`config.mk`:
```
export PLATFORM = sky130hd
export DESIGN_NAME = l2_arb
export DESIGN_NICKNAME = d
export VERILOG_FILES = /design/src/rtl/l2_arb.sv
export SDC_FILE = /design/constraint.sdc
export NUM_CORES = 1
export LEC_CHECK = 0
export CAP_MARGIN = 10
export CELL_PAD_IN_SITES_DETAIL_PLACEMENT = 0
export CELL_PAD_IN_SITES_GLOBAL_PLACEMENT = 2
export CORE_ASPECT_RATIO = 0.7
export CORE_UTILIZATION = 27
export DETAILED_ROUTE_END_ITERATION = 6
export PLACE_DENSITY_LB_ADDON = 0.2
export SYNTH_ARGS = -nofsm -noshare
export SYNTH_HDL_FRONTEND = slang
export SYNTH_SLANG_ARGS = --single-unit
```
`constraint.sdc`:
```
create_clock -name clk -period 2.7 [get_ports clk]
set_input_delay 0.405 -clock clk [delete_from_list [all_inputs] [get_ports clk]]
set_output_delay 0.405 -clock clk [all_outputs]
set_load 0.02 [all_outputs]
```
`src/rtl/l2_arb.sv`:
```
// Arbitrates I-side line fills and D-side loads/stores onto a single L2 port.
// One transaction in flight at a time; a latched flush drains the port before any new grant.
module l2_arb #(
  parameter int M_WIDTH = 32,
  parameter int CL_BITS = 128
) (
  input  logic               clk,
  input  logic               reset,
  input  logic               l1i_req,
  input  logic [M_WIDTH-1:0] l1i_addr,
  output logic               l1i_rsp_valid,
  output logic [CL_BITS-1:0] l1i_rsp_data,
  input  logic               l1d_req,
  input  logic [M_WIDTH-1:0] l1d_addr,
  input  logic [3:0]         l1d_opcode,
  input  logic [CL_BITS-1:0] l1d_store_data,
  output logic               l1d_rsp_valid,
  output logic [CL_BITS-1:0] l1d_rsp_data,
  output logic               l2_req,
  output logic [M_WIDTH-1:0] l2_addr,
  output logic [3:0]         l2_opcode,
  output logic [CL_BITS-1:0] l2_store_data,
  input  logic               l2_ack,
  input  logic               l2_rsp_valid,
  input  logic [CL_BITS-1:0] l2_rsp_data,
  input  logic               flush_req,
  input  logic               flush_done,
  output logic               busy,
  output logic               proto_err,
  output logic [63:0]        i_grants,
  output logic [63:0]        d_grants
);

  localparam int OFF_BITS = $clog2(CL_BITS / 8);
  localparam logic [M_WIDTH-1:0] ADDR_MASK = {{(M_WIDTH - OFF_BITS){1'b1}}, {OFF_BITS{1'b0}}};
  localparam logic [3:0] OP_LOAD = 4'd4;

  typedef enum logic [1:0] {IDLE = 2'd0, ISSUE = 2'd1, WAIT_RSP = 2'd2, FLUSH = 2'd3} state_t;

  state_t             state_r, state_s;
  logic               i_pend_r, i_pend_s, d_pend_r, d_pend_s;
  logic [M_WIDTH-1:0] i_addr_r, i_addr_s, d_addr_r, d_addr_s;
  logic [3:0]         d_op_r, d_op_s;
  logic [CL_BITS-1:0] d_data_r, d_data_s;
  logic               flush_r, flush_s;
  logic               last_gnt_r, last_gnt_s;  // 1 = D side was granted last
  logic               gnt_d_r, gnt_d_s;        // side owning the in-flight transaction
  logic               l2_req_r, l2_req_s;
  logic [M_WIDTH-1:0] l2_addr_r, l2_addr_s;
  logic [3:0]         l2_opcode_r, l2_opcode_s;
  logic [CL_BITS-1:0] l2_store_data_r, l2_store_data_s;
  logic               i_rsp_valid_r, i_rsp_valid_s, d_rsp_valid_r, d_rsp_valid_s;
  logic [CL_BITS-1:0] i_rsp_data_r, i_rsp_data_s, d_rsp_data_r, d_rsp_data_s;
  logic               proto_err_r, proto_err_s;
  logic [63:0]        i_grants_r, i_grants_s, d_grants_r, d_grants_s;
  logic               busy_r, busy_s;
  logic               i_eff_s, d_eff_s, complete_s, rsp_err_s;

  // Next-state logic: slot capture, arbitration, L2 handshake and completion.
  always_comb begin
    state_s         = state_r;
    i_pend_s        = i_pend_r;
    i_addr_s        = i_addr_r;
    d_pend_s        = d_pend_r;
    d_addr_s        = d_addr_r;
    d_op_s          = d_op_r;
    d_data_s        = d_data_r;
    flush_s         = flush_r | flush_req;
    last_gnt_s      = last_gnt_r;
    gnt_d_s         = gnt_d_r;
    l2_req_s        = l2_req_r;
    l2_addr_s       = l2_addr_r;
    l2_opcode_s     = l2_opcode_r;
    l2_store_data_s = l2_store_data_r;
    i_rsp_valid_s   = 1'b0;
    d_rsp_valid_s   = 1'b0;
    i_rsp_data_s    = i_rsp_data_r;
    d_rsp_data_s    = d_rsp_data_r;
    proto_err_s     = proto_err_r;
    i_grants_s      = i_grants_r;
    d_grants_s      = d_grants_r;
    complete_s      = 1'b0;
    rsp_err_s       = 1'b0;
    i_eff_s         = i_pend_r | l1i_req;
    d_eff_s         = d_pend_r | l1d_req;

    // A request into an occupied slot is dropped and flagged.
    if (l1i_req && i_pend_r) begin
      proto_err_s = 1'b1;
    end else if (l1i_req) begin
      i_pend_s = 1'b1;
      i_addr_s = l1i_addr;
    end else begin
      i_pend_s = i_pend_r;
    end

    if (l1d_req && d_pend_r) begin
      proto_err_s = 1'b1;
    end else if (l1d_req) begin
      d_pend_s = 1'b1;
      d_addr_s = l1d_addr;
      d_op_s   = l1d_opcode;
      d_data_s = l1d_store_data;
    end else begin
      d_pend_s = d_pend_r;
    end

    case (state_r)
      IDLE: begin
        rsp_err_s = l2_rsp_valid;
        if (flush_r) begin
          state_s = FLUSH;
        end else if (i_eff_s && (!d_eff_s || last_gnt_r)) begin
          state_s         = ISSUE;
          l2_req_s        = 1'b1;
          l2_addr_s       = (i_pend_r ? i_addr_r : l1i_addr) & ADDR_MASK;
          l2_opcode_s     = OP_LOAD;
          l2_store_data_s = {CL_BITS{1'b0}};
          last_gnt_s      = 1'b0;
          gnt_d_s         = 1'b0;
          i_grants_s      = i_grants_r + 64'd1;
        end else if (d_eff_s) begin
          state_s         = ISSUE;
          l2_req_s        = 1'b1;
          l2_addr_s       = (d_pend_r ? d_addr_r : l1d_addr) & ADDR_MASK;
          l2_opcode_s     = d_pend_r ? d_op_r : l1d_opcode;
          l2_store_data_s = d_pend_r ? d_data_r : l1d_store_data;
          last_gnt_s      = 1'b1;
          gnt_d_s         = 1'b1;
          d_grants_s      = d_grants_r + 64'd1;
        end else begin
          state_s = IDLE;
        end
      end
      ISSUE: begin
        if (l2_ack) begin
          l2_req_s   = 1'b0;
          complete_s = l2_rsp_valid;
          state_s    = l2_rsp_valid ? IDLE : WAIT_RSP;
        end else begin
          rsp_err_s = l2_rsp_valid;
        end
      end
      WAIT_RSP: begin
        complete_s = l2_rsp_valid;
        state_s    = l2_rsp_valid ? IDLE : WAIT_RSP;
      end
      FLUSH: begin
        rsp_err_s = l2_rsp_valid;
        if (flush_done) begin
          flush_s = flush_req;
          state_s = IDLE;
        end else begin
          state_s = FLUSH;
        end
      end
      default: state_s = IDLE;
    endcase

    if (rsp_err_s) begin
      proto_err_s = 1'b1;
    end else begin
      proto_err_s = proto_err_s;
    end

    // Response is delivered one cycle after l2_rsp_valid and frees the owner's slot.
    if (complete_s && gnt_d_r) begin
      d_rsp_valid_s = 1'b1;
      d_rsp_data_s  = l2_rsp_data;
      d_pend_s      = 1'b0;
    end else if (complete_s) begin
      i_rsp_valid_s = 1'b1;
      i_rsp_data_s  = l2_rsp_data;
      i_pend_s      = 1'b0;
    end else begin
      d_rsp_valid_s = 1'b0;
    end

    busy_s = (state_s != IDLE) | i_pend_s | d_pend_s | flush_s;
  end

  // State and output registers with synchronous reset.
  always_ff @(posedge clk) begin
    if (reset) begin
      state_r         <= IDLE;
      i_pend_r        <= 1'b0;
      i_addr_r        <= {M_WIDTH{1'b0}};
      d_pend_r        <= 1'b0;
      d_addr_r        <= {M_WIDTH{1'b0}};
      d_op_r          <= 4'd0;
      d_data_r        <= {CL_BITS{1'b0}};
      flush_r         <= 1'b0;
      last_gnt_r      <= 1'b1;
      gnt_d_r         <= 1'b0;
      l2_req_r        <= 1'b0;
      l2_addr_r       <= {M_WIDTH{1'b0}};
      l2_opcode_r     <= 4'd0;
      l2_store_data_r <= {CL_BITS{1'b0}};
      i_rsp_valid_r   <= 1'b0;
      i_rsp_data_r    <= {CL_BITS{1'b0}};
      d_rsp_valid_r   <= 1'b0;
      d_rsp_data_r    <= {CL_BITS{1'b0}};
      proto_err_r     <= 1'b0;
      i_grants_r      <= 64'd0;
      d_grants_r      <= 64'd0;
      busy_r          <= 1'b0;
    end else begin
      state_r         <= state_s;
      i_pend_r        <= i_pend_s;
      i_addr_r        <= i_addr_s;
      d_pend_r        <= d_pend_s;
      d_addr_r        <= d_addr_s;
      d_op_r          <= d_op_s;
      d_data_r        <= d_data_s;
      flush_r         <= flush_s;
      last_gnt_r      <= last_gnt_s;
      gnt_d_r         <= gnt_d_s;
      l2_req_r        <= l2_req_s;
      l2_addr_r       <= l2_addr_s;
      l2_opcode_r     <= l2_opcode_s;
      l2_store_data_r <= l2_store_data_s;
      i_rsp_valid_r   <= i_rsp_valid_s;
      i_rsp_data_r    <= i_rsp_data_s;
      d_rsp_valid_r   <= d_rsp_valid_s;
      d_rsp_data_r    <= d_rsp_data_s;
      proto_err_r     <= proto_err_s;
      i_grants_r      <= i_grants_s;
      d_grants_r      <= d_grants_s;
      busy_r          <= busy_s;
    end
  end

  assign l1i_rsp_valid = i_rsp_valid_r;
  assign l1i_rsp_data  = i_rsp_data_r;
  assign l1d_rsp_valid = d_rsp_valid_r;
  assign l1d_rsp_data  = d_rsp_data_r;
  assign l2_req        = l2_req_r;
  assign l2_addr       = l2_addr_r;
  assign l2_opcode     = l2_opcode_r;
  assign l2_store_data = l2_store_data_r;
  assign busy          = busy_r;
  assign proto_err     = proto_err_r;
  assign i_grants      = i_grants_r;
  assign d_grants      = d_grants_r;

endmodule

```
==> impl_metrics.yaml <==
timing:
  worstMarginPinSlew_ns: 0.703
  finalSetupViolCount: 0
  min_period_ns: 2.55
  drv_slew: 0
  grt_setup_unrepaired: "false"
  report.final.hold_viol_count: 0
  fin_crit_sh_pct: 94.4
  setup_ws_ns: 0.153
  fin_skew_ns: 0.0237
  tns_ns: 0
  slew_headroom_pct: 53.2
  timing.fmax_mhz: 393
worst_setup_path:
  path_max_fanout: 14
  cp.arrival_ns: 3.13
  path_cells: "inv_1, ha_1, nand2b_2, or4_1, or4_4, buf_4, or3_1, a21oi_1"
  cp_slowest_cell: "or4_1"
  cpPeakStageDelay_ns: 0.59
  crit_type: "reg2reg"
  worstPathRequired_ns: 3.28
  crit_path_start_kind: "flip-flop"
  end_kind: "flip-flop"
route:
  drt_wl_total_mm: 128
  vias_per_cell: 4.76
  wl_per_cell_um: 21.3
  num_vias: 28668
  dr.pass1.iters: 5
  drtAntennaViolNets: 0
  drc_errors: 0
  first_iter_violations: 1678
yosys:
  yosys_warnings: 0
  synthDominantCellAreaShare_pct: 50.2
  yosysTopAreaCell: "dfxtp_1"
  netlist_instances: 3601
  synth_ff_type: "dfxtp_1"
  synth_edf_count: 0
  seq_area_frac_synth_pct: 50.2
  netlist_area_sq_um: 29700
  async_flop_share_pct: 0
  synth-seq-cells: 744
  synthTopCellsByArea: "dfxtp_1, nand2_1, a21oi_1, mux2_2, a22oi_1"
  syn_avg_cell_area_sq_um: 8.24
  yosysUniqueCellTypes: 59
global_routing:
  overflow: 0
  grt_max_degree: 103
  antenna_found_initial: 29
  grt_pass1_vias: 26887
  gr-usage-all-layers_pct: 22.1
  grt_first_pass_wirelength_mm: 186
cts:
  htreeDepth: 3
  cts_buffer_depth: 3
  root_buffer: "clkbuf_16"
  cts_num_sinks: 744
  clk_pin_slew_ns: 0.06
  cts_made_buffers: 82
  insertion_delay_ns: 0.66
  cts_tree: "built"
hold_path:
  hold_class: "in2reg"
job:
  maxCapViolCount: 0
floorplan:
  initial_core_util_pct: 27.3
  num_io_pins: 885
  die_area_sq_um: 111000
  core-area_sq_um: 109000
  die_w_um: 398
  rows: 101
  dieHeight_um: 279
outcome:
  status: "complete, no violations"
final_layout:
  stdcell_count: 6017
  drive_gt1_share_pct: 10.8
  nets: 4838
  area_growth_syn_to_layout_pct: 48.9
  fin_util_pct: 40.7
placed_design:
  gp_congestion: 0.844
  place_hpwl_mm: 93.5
  port-buffer-count: 872
  pre_cts_slack_ns: -0.158
  placedCellCount: 5857
pwr:
  total_power_mw: 28.0
  leakage_nw: 15.2
  vdd_drop_max_mv: 0.409
  power.density_nw_per_um2: 633
==> flip-flops by register name (all words and copies together) (netlist names), 2 cells and up <==
register       cells
state_r            2
l2_opcode          4
d_data_r         128
d_op_r             4
l1i_rsp_data     128
l1d_rsp_data     128
d_grants          64
l2_store_data    128
i_addr_r          28
d_addr_r          28
l2_addr           28
i_grants          64
==> path summary, 6_finish.rpt <==
| path | startpoint | to | slack, ns | depth (start not counted) |
|---|---|---|---|---|
| hold reg to reg | d_data_r[94] | d_data_r[94] | 0.45 | 2 |
| setup / recovery | state_r[1] | i_grants[44] | 0.15 | 8 |
| setup reg to reg | state_r[1] | i_grants[44] | 0.15 | 8 |
| hold / removal | reset | l1d_rsp_data[3] | 0.19 | 2 |
==> where the power goes <==
part           switching [mW]  internal [mW]
Sequential              0.273           11.5
Combinational            2.54           2.04
Clock                    4.94           6.70
Total                    7.75           20.2
==> cells in the final DEF (no fill, tap or decap), drive strengths merged, types with 81 or more instances in the layout <==
master,count
a21oi,547
nand4,81
mux2,134
nand2,973
a22oi,131
dfxtp,744
clkdlybuf4s50,871
nor2,229
clkbuf,119
buf,204
==> synth_stat cells, types with 31 or more instances <==
cell	instances
nand2_1	973
dfxtp_1	744
a21oi_1	547
clkbuf_1	242
nor2_1	229
a22oi_1	131
mux2_2	131
nand4_1	79
nand3_1	49
or3_1	48
xor2_1	40
nor2b_1	37
mux2i_1	31
==> stage by stage <==
step,area (sq um),hold WS (ns)
after floorplan,29700,0.433
after global placement,41400,0.438
after detailed placement,41400,0.443
after CTS,44200,0.161
after global routing,44200,0.203
final,44200,0.189
==> repair_timing <==
action / CTS / global route
buffers inserted: 0 / 0
resized for setup: 0 / 1
setup endpoints to repair: 0 / 5
hold buffers: 0 / 0
==> metal layers <==
layer | track usage [%] | wire [um] | vias to the layer above
met5 | 0 | 186 | -
met3 | 5.69 | 8230 | 172
met4 | 5.27 | 2510 | 28
met2 | 34.8 | 58800 | 641
li1 | - | - | 14200
met1 | 30.1 | 58600 | 13627
==> cell families (layout without fill, tap and decap cells) <==
logic type	count (synthesis)	in the layout	synth area share, %
DFF	744	744	50.2
and+or+nand+nor	1528	1528	22.1
buffers and inverters	282	1241	3.69
xor gates and xnor gates	52	52	1.53
muxes	165	165	6.13
adders and majority gates	7	7	0.295
other	1	16	0.0126
AOI/OAI and AO/OA	822	822	16.0
==> layout make-up <==
class / instances / area (sq um)
repair buffers: 1075 / 10900
well taps: 1442 / 1800
multi-input cells: 2578 / 13800
fillers: 11062 / 64500
clock buffers: 119 / 2410
diodes: 12 / 30.0
flip-flops and latches: 744 / 14900
clock inverters: 29 / 312
inverters: 18 / 67.6
==> worst max-delay path: cells and delay by family (launching register included) <==
kind                       cells  cell delay (ns)
AOI/OAI and AO/OA              1             0.14
adders and majority gates      1             0.20
buffers and inverters          2             0.31
DFF                            1             0.36
and+or+nand+nor                4             1.48
Power figures use the tool's default switching activity.
